--- src/rtl/data_mem.sv ---
// Word-addressed data memory: clocked writes, combinational gated reads,
// and an asynchronous clear of every word while reset is low.
module data_mem #(
    parameter int unsigned W = 8,
    parameter int unsigned A = 8
) (
    input  logic         clk,
    input  logic         reset,
    input  logic [A-1:0] DataAddress,
    input  logic         ReadMem,
    input  logic         WriteMem,
    input  logic [W-1:0] DataIn,
    output logic [W-1:0] DataOut
);

    localparam int unsigned DEPTH = 2 ** A;

    logic [W-1:0] mem_core [0:2**A-1];

    // Reset wipes the whole array; writes are ignored until reset is released.
    always_ff @(posedge clk or negedge reset) begin
        if (!reset) begin
            for (int unsigned i = 0; i < DEPTH; i++) begin
                mem_core[i] <= W'(0);
            end
        end else if (WriteMem) begin
            mem_core[DataAddress] <= DataIn;
        end
    end

    // No write bypass: a same-address write shows up only after its edge.
    assign DataOut = (reset && ReadMem) ? mem_core[DataAddress] : W'(0);

endmodule

--- config.mk ---
export PLATFORM = sky130hd
export DESIGN_NAME = data_mem
export DESIGN_NICKNAME = d
export VERILOG_FILES = /design/src/rtl/data_mem.sv
export SDC_FILE = /design/constraint.sdc
export NUM_CORES = 2
export LEC_CHECK = 0
export BUFFER_PORTS_ARGS = -buffer_cell sky130_fd_sc_hd__buf_2
export CAP_MARGIN = 20
export CORE_ASPECT_RATIO = 0.6
export CORE_MARGIN = 2
export CORE_UTILIZATION = 55
export DETAILED_ROUTE_END_ITERATION = 12
export HOLD_SLACK_MARGIN = 0.02
export MAX_ROUTING_LAYER = met4
export PLACE_DENSITY = 0.75
export SLEW_MARGIN = 40
export SYNTH_ARGS = -nofsm -noshare
export SYNTH_HDL_FRONTEND = slang
export SYNTH_SLANG_ARGS = --single-unit
--- constraint.sdc ---
create_clock -name clk -period 3 [get_ports clk]
set_input_delay 0.3 -clock clk [delete_from_list [all_inputs] [get_ports clk]]
set_output_delay 0.3 -clock clk [all_outputs]
set_load 0.01 [all_outputs]
==> impl_metrics.json <==
{
  "dr_total_vias": 57900,
  "drc_errors": 0,
  "max-cap-violations": 0,
  "leakage_uw": 0.0518,
  "fin_ws_ns": -0.649,
  "dpl.hpwl_um": 182000,
  "seq_area_frac_synth_pct": 54.4,
  "layout-drive-gt1-share_pct": 56.4,
  "drtIter0Drc": 5446,
  "worst_pin_slew_ns": 1.09,
  "clock_path_buffers": 4,
  "synth.avg_cell_area_sq_um": 15.4,
  "grt_start_max_net_pins": 150,
  "top_regs": "mem_core: 2048 flops",
  "routabilityCongestion": 0.982,
  "fin_nets": 6565,
  "report.final.setup_viol": 8,
  "synthDominantCellAreaShare_pct": 54.4,
  "synthArstFlopShare_pct": 100,
  "p_per_area_nw_per_um2": 542,
  "die_w_um": 538,
  "clock_skew_ns": 0,
  "top_register": "mem_core",
  "ys_ff_latch": 2048,
  "final_cells": 8951,
  "htree_levels": 4,
  "die_h_um": 324,
  "crit_path_end_kind": "primary output",
  "worstSkewPairLatency_ns": 0.84,
  "netlist_area_sq_um": 94100,
  "dp_cells": 8607,
  "fin_hold_ws_ns": 0.0419,
  "grt_antenna_before_repair": 5,
  "area.growth.synth_to_final_pct": 16.1,
  "synthDistinctLibCells": 58,
  "cts_tree": "yes",
  "largest_reg_flops": 2048,
  "synth_area_leaders": "dfrtp_1 (54%), mux2_2 (24%), mux4_2 (9.6%)",
  "worstPathArrival_ns": 3.35,
  "cp.buffers_inverters": 3,
  "wl_per_cell_um": 29.8,
  "ir_worst_vdd_mv": 0.460,
  "rsz0062_at_grt": "yes",
  "nFillCells": 11700,
  "worstSetupPathType": "register to primary output",
  "port_buffers": 27,
  "outcome": "complete, but fails checks",
  "ys_warn_count": 0,
  "cts_sinks": 2048,
  "timing.final.crit_share_pct": 122,
  "crit_fanout": 2,
  "path_delay_family": "compound AO/OA/AOI/OAI gates",
  "cp_slowest_stage_delay_ns": 0.46,
  "yosysMostFrequentCell": "dfrtp_1",
  "synthFlopType": "dfrtp_1",
  "viasPerCell": 6.47,
  "fmax_mhz": 274,
  "start_kind": "register",
  "synth.net_count": 6140,
  "postSynthCellCount": 6120,
  "grt_pass1_wl_um": 406000,
  "cts-root-buf": "clkbuf_16",
  "ant_nets": 0,
  "path_depth": 9,
  "hold_depth": 2,
  "row_count": 117,
  "grt_pass1_vias": 60100,
  "ios": 28,
  "clkSlewWorstSetupHoldPaths_ns": 0.06,
  "finalHoldViolations": 0,
  "cp_slowest_cell": "a2111oi_4",
  "maxSlewHeadroom_pct": 27.7,
  "core_sq_um": 170000,
  "dp_slack_ns": -1.07,
  "numCtsBuffers": 188,
  "synthTopCellsByCount": "dfrtp_1 (2048), mux2_2 (2035), mux4_2 (401)",
  "yosys.area.top_type": "dfrtp_1",
  "initial_core_util_pct": 55.4,
  "gr-total-overflow": 0,
  "period_needed_ns": 3.65,
  "critical_path.cell_chain": "mux2i_4 > o22ai_1 > buf_4 > a211oi_4 > nand4_1 > a2111oi_4 > buf_4 > a221oi_2 > buf_2",
  "synth_edf_count": 0,
  "hold_class": "input pin to register",
  "violations": "setup timing",
  "grt_use_total_pct": 32.0,
  "drt-total-wl_um": 267000,
  "crit_top_cell": "buf_4",
  "die_area_sq_um": 175000,
  "critPathRequiredTime_ns": 2.70,
  "reg2reg_depth": 2,
  "dr.pass1.iters": 7,
  "finalMaxSlewViolations": 0,
  "tns_ns": -4.32
}
## metal layers
layer	part of all wire, %	GRT usage, %	vias up
li1	-	-	23800
met1	45	48.9	31400
met2	41	41.3	2339
met3	11	9.88	409
met4	2.7	7.81	0
met5	0	-	-
## area by class of cell
cell class	count	area (sq um)	share of cell area (%)
multi-input combinational	3607	41600	38.1
clock inverter	56	527	0.482
clock buffer	275	5550	5.08
antenna	4	10.0	0.00916
timing repair buffer	695	7500	6.86
sequential	2048	51200	46.9
inverter	5	21.3	0.0195
tap	2261	2830	2.59
## per-stage QoR
step	power, uW	instance area, sq um	utilization (%)
4_1_cts	59400	109000	64.1
6_report	59300	109000	64.4
3_5_place_dp	35400	102000	60.1
2_1_floorplan	32900	94100	-
5_1_grt	61200	109000	64.4
3_3_place_gp	35100	102000	60.0
## kinds of logic (layout without fill, tap and decap cells)
group	after synthesis	count (layout)	share of synthesized area, %
other	0	4	0
multiplexers	2710	2710	36.9
AO/OA/AOI/OAI	372	372	2.83
AND/OR/NAND/NOR	525	525	3.39
buffers and inverters	465	1031	2.47
flip-flops	2048	2048	54.4
## what timing repair did
item,in CTS,in global routing
endpoints found under the hold margin,931,25
endpoints found under the setup margin,8,8
buffers inserted,3,0
hold buffers,4,1
pin swaps,39,27
resized for setup,135,41
## where the power goes
| part | internal [uW] | total [uW] | switching, uW |
|---|---|---|---|
| clock | 13500 | 24200 | 10700 |
| sequential | 28900 | 29600 | 693 |
| combinational | 2470 | 5500 | 3030 |
| total | 44900 | 59300 | 14400 |
## worst reg2reg max path, stage by stage, from the launching register on
cell	delay, ns
dfrtp_1	0.39
buf_4	0.14
mux2_2	0.26
## final timing paths
path / startpoint / slack, ns / endpoint
worst max-delay path: mem_core[906] / -0.65 / DataOut[2]
worst min-delay path: DataIn[1] / 0.04 / mem_core[889]
worst max register to register: mem_core[1051] / 2.10 / mem_core[1051]
worst min register to register: mem_core[1658] / 0.49 / mem_core[1658]
max in group asynchronous: reset / 1.43 / mem_core[545]
min in group asynchronous: reset / 0.16 / mem_core[674]
## layout by cell type (no fill, tap or decap), types with 55 or more instances in the layout
cell type / Yosys / final
a22oi_1: 128 / 114
buf_12: 0 / 160
buf_4: 70 / 487
clkbuf_16: 0 / 190
dfrtp_1: 2048 / 2048
mux2_2: 2035 / 2035
mux2i_1: 255 / 249
mux4_2: 401 / 401
nand2_1: 94 / 92
nand3_1: 65 / 55
nor2_1: 68 / 64
nor2_2: 94 / 94
nor2_4: 69 / 73
o22ai_1: 63 / 60
(Power assumes the default switching activity.)
